**src/rtl/acc_offload_arbiter_pkg.sv**
```systemverilog
// rtl/acc_offload_arbiter_pkg.sv - arbiter-local types.
package acc_offload_arbiter_pkg;

  typedef enum logic {
    ArbUnlocked = 1'b0,
    ArbLocked   = 1'b1
  } arb_state_e;

endpackage

```
**src/rtl/acc_pkg.sv**
```systemverilog
// rtl/acc_pkg.sv - accelerator interconnect payload types and system defaults.
package acc_pkg;

  localparam int unsigned NumRsp      = 2;
  localparam int unsigned RspIdWidth  = (NumRsp > 1) ? $clog2(NumRsp) : 1;
  localparam int unsigned AccArbDepth = 4;

  typedef struct packed {
    logic [31:0] insn;
    logic [31:0] rs1;
    logic [31:0] rs2;
  } acc_x_req_chan_t;

  typedef struct packed {
    logic [31:0]           data;
    logic [RspIdWidth-1:0] id;
    logic                  error;
  } acc_x_rsp_chan_t;

endpackage

```
**src/rtl/cf_math_pkg.sv**
```systemverilog
// rtl/cf_math_pkg.sv - index-width helper shared by arbiters and muxes.
package cf_math_pkg;

  function automatic int unsigned idx_width(input int unsigned num_idx);
    return (num_idx > 32'd1) ? unsigned'($clog2(num_idx)) : 32'd1;
  endfunction

endpackage

```
**src/rtl/fifo_v3.sv**
```systemverilog
// rtl/fifo_v3.sv - synchronous FIFO with optional fall-through and fill level.
module fifo_v3 #(
  parameter bit          FALL_THROUGH = 1'b0,
  parameter int unsigned DATA_WIDTH   = 32,
  parameter int unsigned DEPTH        = 8,
  parameter type         dtype        = logic [DATA_WIDTH-1:0],
  parameter int unsigned ADDR_DEPTH   = (DEPTH > 1) ? $clog2(DEPTH) : 1
) (
  input  logic                  clk_i,
  input  logic                  rst_ni,
  input  logic                  flush_i,
  output logic                  full_o,
  output logic                  empty_o,
  output logic [ADDR_DEPTH-1:0] usage_o,
  input  dtype                  data_i,
  input  logic                  push_i,
  output dtype                  data_o,
  input  logic                  pop_i
);

  localparam int unsigned CntW = ADDR_DEPTH + 1;

  logic [ADDR_DEPTH-1:0] rd_ptr_q, wr_ptr_q;
  logic [CntW-1:0]       cnt_q;
  dtype                  mem_q [DEPTH];
  logic                  bypass, push_ok, pop_ok;

  assign full_o  = (cnt_q == CntW'(DEPTH));
  assign empty_o = (cnt_q == '0) & ~(FALL_THROUGH & push_i);
  assign usage_o = cnt_q[ADDR_DEPTH-1:0];
  assign bypass  = FALL_THROUGH && (cnt_q == '0) && push_i && pop_i;
  assign push_ok = push_i & ~full_o & ~bypass;
  assign pop_ok  = pop_i & ~empty_o & ~bypass;
  assign data_o  = (FALL_THROUGH && (cnt_q == '0)) ? data_i : mem_q[rd_ptr_q];

  always_ff @(posedge clk_i or negedge rst_ni) begin
    if (!rst_ni) begin
      rd_ptr_q <= '0;
      wr_ptr_q <= '0;
      cnt_q    <= '0;
    end else if (flush_i) begin
      rd_ptr_q <= '0;
      wr_ptr_q <= '0;
      cnt_q    <= '0;
    end else begin
      if (push_ok) begin
        wr_ptr_q <= (wr_ptr_q == ADDR_DEPTH'(DEPTH - 1)) ? '0 : wr_ptr_q + ADDR_DEPTH'(1);
      end
      if (pop_ok) begin
        rd_ptr_q <= (rd_ptr_q == ADDR_DEPTH'(DEPTH - 1)) ? '0 : rd_ptr_q + ADDR_DEPTH'(1);
      end
      case ({push_ok, pop_ok})
        2'b10:   cnt_q <= cnt_q + CntW'(1);
        2'b01:   cnt_q <= cnt_q - CntW'(1);
        default: cnt_q <= cnt_q;
      endcase
    end
  end

  always_ff @(posedge clk_i) begin
    if (push_ok) begin
      mem_q[wr_ptr_q] <= data_i;
    end
  end

endmodule

```
**src/rtl/acc_offload_arbiter.sv**
```systemverilog
// rtl/acc_offload_arbiter.sv - round-robin offload arbiter with in-order response routing.
module acc_offload_arbiter
  import acc_offload_arbiter_pkg::*;
#(
  parameter int unsigned NumReq   = 4,
  parameter int unsigned Depth    = acc_pkg::AccArbDepth,
  parameter type         req_t    = acc_pkg::acc_x_req_chan_t,
  parameter type         rsp_t    = acc_pkg::acc_x_rsp_chan_t,
  parameter int unsigned IdxWidth = cf_math_pkg::idx_width(NumReq)
) (
  input  logic                         clk_i,
  input  logic                         rst_ni,
  input  logic [NumReq-1:0]            slv_q_valid_i,
  output logic [NumReq-1:0]            slv_q_ready_o,
  input  req_t [NumReq-1:0]            slv_q_i,
  input  logic [NumReq-1:0]            slv_q_wb_i,
  output logic                         mst_q_valid_o,
  input  logic                         mst_q_ready_i,
  output req_t                         mst_q_o,
  input  logic                         mst_p_valid_i,
  output logic                         mst_p_ready_o,
  input  rsp_t                         mst_p_i,
  output logic [NumReq-1:0]            slv_p_valid_o,
  input  logic [NumReq-1:0]            slv_p_ready_i,
  output rsp_t                         slv_p_o,
  output logic [$clog2(Depth+1)-1:0]   outstanding_o,
  output logic                         err_o
);

  localparam int unsigned CntWidth = $clog2(Depth + 1);
  localparam int unsigned FifoAw   = (Depth > 1) ? $clog2(Depth) : 1;

  arb_state_e          state_q;
  logic [IdxWidth-1:0] rr_q, lidx_q;
  logic                err_q;

  logic [IdxWidth-1:0] grant, grant_rr, grant_next, fifo_head;
  logic [IdxWidth:0]   rr_sum;
  logic [NumReq-1:0]   cand;
  logic                found, q_valid, q_hs, push, pop, rsp_active;
  logic                fifo_full, fifo_empty;
  logic [FifoAw-1:0]   fifo_usage;

  // A full ID queue hides writeback requests; a same-cycle pop does not unmask them.
  assign cand = slv_q_valid_i & ~(slv_q_wb_i & {NumReq{fifo_full}});

  always_comb begin
    grant_rr = '0;
    found    = 1'b0;
    rr_sum   = '0;
    for (int off = 0; off < NumReq; off++) begin
      rr_sum = {1'b0, rr_q} + (IdxWidth+1)'(off);
      if (rr_sum >= (IdxWidth+1)'(NumReq)) begin
        rr_sum = rr_sum - (IdxWidth+1)'(NumReq);
      end
      if (!found && cand[rr_sum[IdxWidth-1:0]]) begin
        found    = 1'b1;
        grant_rr = rr_sum[IdxWidth-1:0];
      end
    end
  end

  assign grant      = (state_q == ArbLocked) ? lidx_q : grant_rr;
  assign q_valid    = (state_q == ArbLocked) ? slv_q_valid_i[lidx_q] : found;
  assign q_hs       = q_valid & mst_q_ready_i;
  assign grant_next = (grant == IdxWidth'(NumReq - 1)) ? '0 : grant + IdxWidth'(1);
  assign push       = q_hs & slv_q_wb_i[grant];

  assign mst_q_valid_o = rst_ni & q_valid;
  assign mst_q_o       = slv_q_i[grant];

  always_comb begin
    slv_q_ready_o        = '0;
    slv_q_ready_o[grant] = rst_ni & q_hs;
  end

  assign rsp_active    = rst_ni & ~fifo_empty;
  assign mst_p_ready_o = rsp_active & slv_p_ready_i[fifo_head];
  assign pop           = mst_p_valid_i & mst_p_ready_o;
  assign slv_p_o       = mst_p_i;

  always_comb begin
    slv_p_valid_o            = '0;
    slv_p_valid_o[fifo_head] = rsp_active & mst_p_valid_i;
  end

  assign outstanding_o = fifo_full ? CntWidth'(Depth) : CntWidth'(fifo_usage);
  assign err_o         = err_q;

  fifo_v3 #(
    .FALL_THROUGH (1'b0),
    .DATA_WIDTH   (IdxWidth),
    .DEPTH        (Depth)
  ) i_id_fifo (
    .clk_i   (clk_i),
    .rst_ni  (rst_ni),
    .flush_i (1'b0),
    .full_o  (fifo_full),
    .empty_o (fifo_empty),
    .usage_o (fifo_usage),
    .data_i  (grant),
    .push_i  (push),
    .data_o  (fifo_head),
    .pop_i   (pop)
  );

  always_ff @(posedge clk_i or negedge rst_ni) begin
    if (!rst_ni) begin
      state_q <= ArbUnlocked;
      rr_q    <= '0;
      lidx_q  <= '0;
      err_q   <= 1'b0;
    end else begin
      if (fifo_empty && mst_p_valid_i) begin
        err_q <= 1'b1;
      end
      case (state_q)
        ArbUnlocked: begin
          if (q_valid) begin
            if (mst_q_ready_i) begin
              rr_q <= grant_next;
            end else begin
              state_q <= ArbLocked;
              lidx_q  <= grant;
            end
          end
        end
        ArbLocked: begin
          if (!slv_q_valid_i[lidx_q]) begin
            err_q   <= 1'b1;
            state_q <= ArbUnlocked;
          end else if (mst_q_ready_i) begin
            rr_q    <= grant_next;
            state_q <= ArbUnlocked;
          end
        end
      endcase
    end
  end

  assert property (@(posedge clk_i) disable iff (!rst_ni) $onehot0(slv_p_valid_o));
  assert property (@(posedge clk_i) disable iff (!rst_ni) !(push && fifo_full));
  assert property (@(posedge clk_i) disable iff (!rst_ni)
    (state_q == ArbLocked && slv_q_valid_i[lidx_q]) |-> $stable(mst_q_o));

endmodule

```
**config.mk**
```make
export PLATFORM = sky130hd
export DESIGN_NAME = acc_offload_arbiter
export DESIGN_NICKNAME = d
export VERILOG_FILES = /design/src/rtl/acc_offload_arbiter_pkg.sv /design/src/rtl/acc_pkg.sv /design/src/rtl/cf_math_pkg.sv /design/src/rtl/fifo_v3.sv /design/src/rtl/acc_offload_arbiter.sv
export SDC_FILE = /design/constraint.sdc
export NUM_CORES = 1
export LEC_CHECK = 0
export ABC_AREA = 1
export ABC_CLOCK_PERIOD_IN_PS = 3500
export CORE_AREA = 2 2 225 227
export DETAILED_ROUTE_END_ITERATION = 8
export DIE_AREA = 0 0 227 229
export GPL_TIMING_DRIVEN = 1
export HOLD_SLACK_MARGIN = 0.06
export SETUP_SLACK_MARGIN = 0.5
export SLEW_MARGIN = 15
export SYNTH_ARGS = -nofsm -noshare
export SYNTH_HDL_FRONTEND = slang
export SYNTH_SLANG_ARGS = --single-unit
```
**constraint.sdc**
```tcl
create_clock -name clk_i -period 3.5 [get_ports clk_i]
set_input_delay 0.7 -clock clk_i [delete_from_list [all_inputs] [get_ports clk_i]]
set_output_delay 0.7 -clock clk_i [all_outputs]
set_load 0.02 [all_outputs]
```
==> flow_metrics.py, run 1 <==
metrics = {
    "sta": {
        "slew_headroom_pct": 74.4,
        "rsz0062_at_grt": "true",
        "slew_violations": 0,
        "hold_viol": 0,
        "setup_ws_ns": -0.131,
        "fin_skew_ns": 0.00138,
        "fin_crit_ns": 3.63,
        "setup_viol": 58,
        "max_freq_mhz": 275,
        "worst_slew_pin_slew_ns": 0.380,
        "finalCritPeriodShare_pct": 104,
        "tns_ns": -2.45,
    },
    "synthesis": {
        "synth_common_cells": "nor2_1, o21ai_0, o22ai_1, buf_4, nand2_1",
        "yosysMostFrequentCell": "nor2_1",
        "yosys_warnings": 0,
        "synthArstFlopShare_pct": 61.9,
        "synth.ff_latch_count": 21,
        "synth_flop_cell": "dfrtp_1",
        "ys_types": 33,
        "synth_nets": 1242,
        "synth_area_per_cell_sq_um": 5.76,
        "yosysSeqAreaShare_pct": 12.3,
        "synthCells": 797,
        "synthesis.area_sq_um": 4590,
        "synthTopCellsByArea": "o21ai_0, nor2_1, o22ai_1, buf_4, dfrtp_1",
        "synth_top_area_cell": "o21ai_0",
        "synth-edff-count": 8,
        "yosys.area.top_type_share_pct": 18.7,
    },
    "clock_network": {
        "cts_tree": "built",
        "clk_latency_ns": 0.25,
        "clockRootBuffer": "clkbuf_16",
        "cts_buffers": 3,
        "cts.sinks": 21,
        "h-tree-depth": 1,
        "clock_path_buffers": 2,
        "clk_pin_slew_ns": 0.06,
    },
    "min_path": {
        "min_to": "err_o",
        "worstHoldStart": "err_o",
        "hold_path_class": "reg2reg",
        "min_path_cells": 1,
    },
    "worst_setup_path": {
        "cp-end-kind": "output pin",
        "r2r-end": "i_id_fifo.cnt_q[2]",
        "crit_arrival_ns": 2.93,
        "crit_type": "in2out",
        "worstPathRequired_ns": 2.80,
        "cp-startpoint": "slv_q_wb_i[0]",
        "r2r_setup_slack_ns": -0.05,
        "crit_path_max_fanout": 8,
        "startpoint_type": "input port",
        "timing.rr.start": "i_id_fifo.cnt_q[1]",
        "ff2ff_path_depth": 24,
    },
    "placement": {
        "port_buffers": 509,
        "placed_cells": 1966,
        "hpwl_microns": 29800,
        "place_area_sq_um": 11000,
        "gp_congestion": 0.955,
    },
    "die": {
        "num_rows": 82,
        "ios": 578,
        "die_w_microns": 227,
        "die_h_microns": 229,
        "dieArea_sq_um": 52000,
        "start_util_pct": 9.24,
        "coreArea_sq_um": 49700,
    },
    "grt": {
        "grt_usage_pct": 14.1,
        "antenna_found_initial": 10,
        "grt_max_degree": 27,
        "overflow": 0,
        "grt_pass1_wl_microns": 54000,
        "grt_pass1_vias": 8361,
    },
    "final_layout": {
        "fin_nets": 1800,
        "utilization_pct": 25.0,
        "drive_above_1_share_pct": 30.1,
        "fillers": 5500,
        "multi_input_area_sq_um": 3950,
        "regArea_sq_um": 566,
        "syn_to_final_growth_pct": 171,
        "final_cells": 2027,
        "final_cell_area_sq_um": 12400,
    },
    "run": {
        "cap_violations": 0,
    },
    "run_status": {
        "outcome": "complete, but fails checks",
        "violations": "negative setup slack",
    },
    "route": {
        "drc": 0,
        "routed_wl_microns": 39300,
        "drt-initial-drc-count": 418,
        "ant_nets": 0,
        "avgViaCountPerCell": 4.02,
        "first_pass_iters": 5,
        "wire_per_inst_microns": 19.4,
        "vias": 8154,
    },
    "power": {
        "vdd_ir_drop_max_uv": 896,
        "p_leak_nw": 4.97,
        "power_density_nw_per_um2": 1580,
    },
}
-- power breakdown --
group | switching [W] | internal [W] | total [W]
logic | 0.0100 | 0.00892 | 0.0190
registers | 0.0000923 | 0.000378 | 0.000470
clock network | 0.0000868 | 0.000154 | 0.000241
-- cell families (layout without fill, tap and decap cells) --
group / Yosys count / in the layout / synth area share [%]
AND/OR/NAND/NOR: 318 / 318 / 28.8
AO/OA/AOI/OAI: 309 / 309 / 37.3
buffers and inverters: 135 / 692 / 17.9
flip-flops: 21 / 21 / 12.3
adder cells (fa/ha/maj): 11 / 11 / 3.16
XOR/XNOR: 3 / 3 / 0.573
other: 0 / 1 / 0
-- final cells by class --
cell class                      count  area share [%]
Multi-Input combinational cell    641            31.7
Antenna cell                        1          0.0201
Sequential cell                    21            4.55
Clock inverter                      1          0.0604
Inverter                           33            1.10
Tap cell                          672            6.76
Clock buffer                        3           0.604
Timing Repair Buffer              655            55.2
-- sequential cells by signal, summed over array words and instances (netlist names) --
signal,cells
i_id_fifo.mem_q,8
i_id_fifo.cnt_q,3
i_id_fifo.rd_ptr_q,2
i_id_fifo.wr_ptr_q,2
lidx_q,2
rr_q,2
err_o,1
state_q,1
-- what timing repair did --
action | CTS | global route
gates resized for setup | 729 | 44
buffers inserted | 37 | 3
hold buffers | 0 | 0
endpoints found under the setup margin | 116 | 117
gates cloned | 15 | 1
pin swaps | 40 | 5
-- worst max-delay path, cell delays in order --
cell             delay [ns]
clkdlybuf4s15_2        0.20
nand3_2                0.12
nand3_4                0.10
nand2_4                0.07
o21ai_4                0.21
nand2_2                0.09
nor2_1                 0.09
nand2_1                0.07
nand2_2                0.13
nand2_8                0.12
buf_6                  0.16
buf_16                 0.14
buf_12                 0.13
buf_16                 0.13
ha_1                   0.19
inv_1                  0.06
nor2_2                 0.04
buf_4                  0.15
-- worst max-delay path by stage --
stage               slack [ns]                  to  cells after the start
detailed placement       -0.85         mst_q_o[10]                     14
global route             -0.26    slv_q_ready_o[2]                     20
CTS                      -0.08         mst_q_o[59]                     17
finish                   -0.13    slv_q_ready_o[2]                     18
floorplan                 0.45  i_id_fifo.cnt_q[2]                     21
global placement         -0.89         mst_q_o[10]                     14
-- routing by layer --
metal  vias to the layer above  routed length, microns  global-route usage, %
li1                       3867                       -                      -
met1                      3794                   16600                   17.5
met2                       404                   18100                   23.5
met3                        75                    3400                   4.11
met4                        14                    1110                   3.76
met5                         -                      88                      0
-- stage by stage --
stage          setup WS (ns)  hold slack (ns)  total power (W)
6_report              -0.131            0.473           0.0197
5_1_grt               -0.263            0.504           0.0209
4_1_cts              -0.0847            0.477           0.0195
3_5_place_dp          -0.850            0.459           0.0157
3_3_place_gp          -0.889            0.468           0.0156
2_1_floorplan          0.454            0.404          0.00858
-- cells in the final DEF, fill, tap and decap left out, types with 13 or more instances in the layout --
cell / n
buf_12: 21
buf_4: 142
buf_6: 56
clkdlybuf4s50_1: 395
dfrtp_1: 13
inv_1: 28
nand2_1: 51
nand3_1: 19
nand3_2: 15
nor2_1: 179
nor2_2: 22
nor2_4: 13
o21ai_0: 107
o21ai_1: 66
o21ai_2: 22
o22ai_1: 49
o22ai_2: 47
Note: power is estimated with default switching activity, not from simulation.
==> run 2: changes to the inputs <==
- SETUP_SLACK_MARGIN: 0.5 -> default
==> run 2 against run 1 <==
The run still ends with negative setup slack left. Flip-flop and latch count unchanged. Clock skew rose by 0.0016 ns. Hold slack better by 0.016 ns. Critical path depth decreased by 2. Non-clock buffer count increased by 12. First-iteration DRC count shrank 26%. Setup slack improved by 0.065 ns. Core utilization increased by 0.61 points. Final cell count up 0.79%. Register-to-register slack improved by 0.19 ns. Via count is 0.27% lower. Routed wire length up 4.2%. Largest cell class unchanged. Highest routed layer unchanged.
==> flow_metrics.py, run 2 (same netlist as run 1, synthesis figures left out) <==
metrics = {
    "run_status": {
        "outcome": "complete, but fails checks",
        "violations": "negative setup slack",
    },
    "worst_setup_path": {
        "cp_num_buf_inv": 5,
        "cp-end-kind": "output pin",
        "slowest_delay_ns": 0.22,
        "crit_type": "in2out",
        "crit_arrival_ns": 2.87,
        "crit_path_max_fanout": 6,
        "critical-path-top-delay-family": "simple AND/OR/NAND/NOR gates",
        "cp_cell_sequence": "clkdlybuf4s15_1 -> nand3_2 -> nand3_2 -> nand2_4 -> o21ai_4 -> nand2_2 -> nor2_2 -> nand2_1 -> nand2_2 -> nand2_8 -> buf_16 -> buf_16 -> clkbuf_16 -> nor2_4 -> o22ai_1 -> buf_4",
        "startpoint_type": "input port",
        "critPathSlowestCell": "o21ai_4",
        "worstPathRequired_ns": 2.80,
    },
    "grt": {
        "grt_pass1_vias": 8082,
        "grt_max_degree": 35,
        "grt_pass1_wl_microns": 50800,
        "overflow": 0,
        "grt_usage_pct": 13.2,
        "antenna_found_initial": 4,
    },
    "clock_network": {
        "h-tree-depth": 1,
        "cts.sinks": 21,
        "clk_pin_slew_ns": 0.06,
        "ctsHoldBuffers": 0,
        "clk_latency_ns": 0.25,
        "clockRootBuffer": "clkbuf_16",
        "cts_buffers": 3,
        "cts_tree": "built",
        "clock_path_buffers": 2,
    },
    "route": {
        "vias": 8132,
        "ant_nets": 0,
        "first_pass_iters": 4,
        "wire_per_inst_microns": 20.0,
        "drc": 0,
        "routed_wl_microns": 40900,
        "avgViaCountPerCell": 3.98,
        "drt-initial-drc-count": 309,
    },
    "sta": {
        "fin_crit_ns": 3.57,
        "setup_ws_ns": -0.0665,
        "max_freq_mhz": 280,
        "slew_headroom_pct": 76.5,
        "slew_violations": 0,
        "setup_viol": 48,
        "fin_skew_ns": 0.00295,
        "finalCritPeriodShare_pct": 102,
        "worst_slew_pin_slew_ns": 0.351,
        "rsz0062_at_grt": "true",
        "hold_viol": 0,
    },
    "run": {
        "cap_violations": 0,
    },
    "placement": {
        "hpwl_microns": 28200,
        "port_buffers": 509,
        "place_area_sq_um": 10800,
        "gp_congestion": 0.927,
    },
    "final_layout": {
        "largest_register_ffs": 8,
        "final_cell_mix": "clkdlybuf4s50_1, nor2_1, buf_4",
        "drive_above_1_share_pct": 31.2,
        "final_cell_area_sq_um": 12700,
        "syn_to_final_growth_pct": 178,
        "reg_top3": "i_id_fifo.mem_q: 8 flops, i_id_fifo.cnt_q: 3 flops",
        "final_common_cell": "clkdlybuf4s50_1",
        "top_register": "i_id_fifo.mem_q",
        "fin_nets": 1813,
        "utilization_pct": 25.7,
    },
    "die": {
        "die_w_microns": 227,
        "start_util_pct": 9.24,
        "num_rows": 82,
        "ios": 578,
        "dieArea_sq_um": 52000,
        "die_h_microns": 229,
        "coreArea_sq_um": 49700,
    },
    "min_path": {
        "hold_path_class": "reg2reg",
    },
}
run 2: area by class of cell:
class                           instances  area [sq um]
Antenna cell                            4          10.0
Clock buffer                            3          75.1
Clock inverter                          1          7.51
Fill cell                            5488         36900
Inverter                               33           140
Multi-Input combinational cell        641          3990
Sequential cell                        21           566
Tap cell                              672           841
Timing Repair Buffer                  667          7110
Timing Repair inverter                  1          8.76
run 2: stage by stage:
stage,setup TNS (ns),setup WS [ns],hold WS [ns],cells
global placement,-70.95,-0.873,0.480,1978
floorplan,0,0.425,0.404,797
global route,-14.59,-0.197,0.508,2041
CTS,-0.500,-0.0898,0.491,2002
detailed placement,-70.80,-0.849,0.475,1978
finish,-1.50,-0.0665,0.489,2043
run 2: worst reg2reg max path: stages, from the launching register on:
cell     delay (ns)
dfrtp_1        0.41
nor2_4         0.21
nand3_2        0.12
nand3_2        0.10
nand2_4        0.07
o21ai_4        0.22
nand3_4        0.13
nor2_4         0.12
nor2_4         0.06
o21ai_4        0.17
buf_12         0.18
buf_12         0.14
buf_16         0.14
buf_6          0.11
nand3_2        0.08
nand3_4        0.08
ha_4           0.13
inv_2          0.04
fa_2           0.39
a21oi_2        0.12
o21ai_1        0.08
xor2_1         0.14
run 2: repair_timing:
item                                    in CTS  in global routing
buffers inserted                             8                 26
pin swaps                                    7                 66
resized for setup                          496                358
cloned                                      12                 20
endpoints found under the setup margin     103                102
run 2: path summary, 6_finish.rpt:
kind                               startpoint            endpoint  slack, ns  cells past startpoint
hold reg to reg                         err_o               err_o       0.49                      1
setup reg to reg           i_id_fifo.cnt_q[0]  i_id_fifo.cnt_q[2]       0.14                     21
min in group asynchronous              rst_ni           lidx_q[0]       0.83                      2
hold / removal                          err_o               err_o       0.49                      1
max in group asynchronous              rst_ni  i_id_fifo.cnt_q[2]       2.52                      2
setup / recovery                slv_q_wb_i[0]         mst_q_o[75]      -0.07                     16
run 2: layer usage:
layer	wire, microns	up-vias	track usage (%)
met5	29	-	0
met4	1220	4	3.55
met3	3110	52	3.21
met2	20100	391	23.6
met1	16500	3784	15.4
li1	-	3901	-
Power of run 2 is not shown: default switching activity piles up to over one toggle a cycle in this logic, so the estimate is an artifact.
==> edit (config.mk and constraints of run 1) <==
`FALL_THROUGH` is set to 1'b0 in 2 places; all go to 1'b1.
--- a/src/rtl/fifo_v3.sv
+++ b/src/rtl/fifo_v3.sv
@@ -1,6 +1,6 @@
 // rtl/fifo_v3.sv - synchronous FIFO with optional fall-through and fill level.
 module fifo_v3 #(
-  parameter bit          FALL_THROUGH = 1'b0,
+  parameter bit          FALL_THROUGH = 1'b1,
   parameter int unsigned DATA_WIDTH   = 32,
   parameter int unsigned DEPTH        = 8,
   parameter type         dtype        = logic [DATA_WIDTH-1:0],
--- a/src/rtl/acc_offload_arbiter.sv
+++ b/src/rtl/acc_offload_arbiter.sv
@@ -88,7 +88,7 @@
   assign err_o         = err_q;
 
   fifo_v3 #(
-    .FALL_THROUGH (1'b0),
+    .FALL_THROUGH (1'b1),
     .DATA_WIDTH   (IdxWidth),
     .DEPTH        (Depth)
   ) i_id_fifo (
Function: changed (a bounded check fails within 4 cycles, from zero or initial values and one cycle with rst_ni low).
==> edit against run 1 <==
The flow still finishes with violations (setup timing). Count of clock-buffer cells in the layout did not move. Critical path depth did not move. Routed wire length rose by 1.7%. Sequential cell count did not move. Final cell count rose by 2.4%. Setup slack got worse by 0.027 ns. Design area rose by 17%. Area after synthesis fell by 1.1%.
Power is left out: the tool's default activity adds up to more than one toggle a clock period on the data nets, which glitch-free logic cannot reach.
==> edit: results (changes against run 1) <==
[clock_network]
clock_path_buffers=2  ; unchanged
root_buffer=clkbuf_16
clkTransAtPathRegs_ns=0.06  ; about the same

[yosys]
synth_ff_type=dfrtp_1
synth_common_cells=nor2_1, o21ai_0, o22ai_1, nand2_1, clkbuf_1
synth-edff-count=8  ; unchanged
synth-seq-area-share_pct=12.5  ; +0.13 points
syn-num-nets=1255  ; +1.0%
synth_cell_types=37  ; +12%
yosys_warnings=0  ; unchanged
synthTopCellsByArea=o21ai_0, nor2_1, o22ai_1

[status]
outcome=finished, violations left
failed_checks=setup timing

[final_layout]
fillers=5265  ; -4.3%
top_regs=i_id_fifo.mem_q x8, i_id_fifo.cnt_q x3
antenna_cells=0  ; -1
drive_gt1_share_pct=44.7  ; +15 points
fin_nets=1850  ; +2.8%

[drt]
dr_total_vias=8481  ; +4.0%
first_pass_iters=5  ; unchanged
drt-initial-drc-count=242  ; -42%
wl_per_cell_um=19.2  ; -0.73%

[grt]
grt_first_pass_wirelength_mm=53.2  ; -1.5%
grt.total_usage_pct=13.5  ; -0.58 points
grt_max_degree=45  ; +67%
grt_pass1_vias=8788  ; +5.1%
antenna_found_initial=8  ; -2

[worst_setup_path]
cp_max_fo=8  ; unchanged
critPathArrivalTime_ns=2.96  ; +0.03 ns

[timing]
finalClockSkew_ns=0.00331  ; +0.00192 ns
layout_setup_ws_ns=-0.158  ; -0.0271 ns
setup_viol=90  ; +55%
tightest_slew_ns=0.451  ; +0.0712 ns

[place]
hpwl_mm=27.6  ; -7.2%
gp_congestion=0.970  ; +1.5%
place_worst_setup_slack_ns=-0.870  ; -0.0194 ns
port_buffers=509  ; unchanged

[edit: kinds of logic after synthesis]
family,after synthesis,synth area share [%]
compound gates,309,37.5
xor+xnor,3,0.745
flops,21,12.5
simple gates,329,31.1
buf+inv,137,15.0
fa+ha+maj,11,3.20
[edit: layout make-up]
class / instances / area, um^2 / area share, %
clock buffers: 3 / 75.1 / 0.516
clock inverters: 1 / 5.00 / 0.0344
inverters: 36 / 163 / 1.12
multi-input cells: 652 / 5050 / 34.7
flip-flops and latches: 21 / 566 / 3.89
well taps: 672 / 841 / 5.78
repair buffers: 691 / 7840 / 53.9
[edit: final timing paths]
kind | slack [ns] | end | cells after the start | from
max reg2reg | -0.09 | i_id_fifo.cnt_q[2]$_DFFE_PN0P_ | 26 | i_id_fifo.cnt_q[1]$_DFFE_PN0P_
max in group asynchronous | 2.40 | i_id_fifo.cnt_q[2]$_DFFE_PN0P_ | 2 | rst_ni
min | 0.53 | i_id_fifo.rd_ptr_q[1]$_DFFE_PN0P_ | 2 | i_id_fifo.rd_ptr_q[1]$_DFFE_PN0P_
min in group asynchronous | 0.91 | i_id_fifo.wr_ptr_q[0]$_DFFE_PN0P_ | 2 | rst_ni
max | -0.16 | mst_q_o[79] | 18 | slv_q_valid_i[0]
min reg2reg | 0.53 | i_id_fifo.rd_ptr_q[1]$_DFFE_PN0P_ | 2 | i_id_fifo.rd_ptr_q[1]$_DFFE_PN0P_
[edit: repair_timing]
action	CTS	global route
setup endpoints to repair	121	121
gates cloned	17	13
hold buffers	0	0
setup buffers	28	31
pin swaps	25	65
gates resized for setup	755	386
[edit: layer usage]
metal | track usage [%] | part of all wire, %
met3 | 2.03 | 6.4
met1 | 16.8 | 42
met2 | 24.4 | 50
met4 | 2.61 | 1.8
met5 | 0 | 0.060
[edit: worst max-delay path, cell delays in order]
cell	delay [ns]
dlygate4sd2_1	0.34
nand3_4	0.13
nand3_4	0.11
nand2_4	0.08
nand2_2	0.08
nand2_2	0.07
nor2_2	0.08
nand2_1	0.07
nand2_2	0.13
nand2_8	0.09
buf_12	0.16
inv_16	0.10
buf_16	0.15
buf_6	0.14
buf_4	0.12
nor2_1	0.04
o22ai_2	0.19
buf_6	0.15
[edit: through the flow]
stage | instance area (um^2) | util, % | TNS (ns) | std cells
6_report | 14500 | 29.3 | -5.21 | 2076
5_1_grt | 14500 | 29.3 | -20.97 | 2076
4_1_cts | 12800 | 25.7 | -2.97 | 2032
3_5_place_dp | 11600 | 23.3 | -79.27 | 1983
3_3_place_gp | 11600 | 23.3 | -76.55 | 1983
2_1_floorplan | 5310 | - | 0 | 810
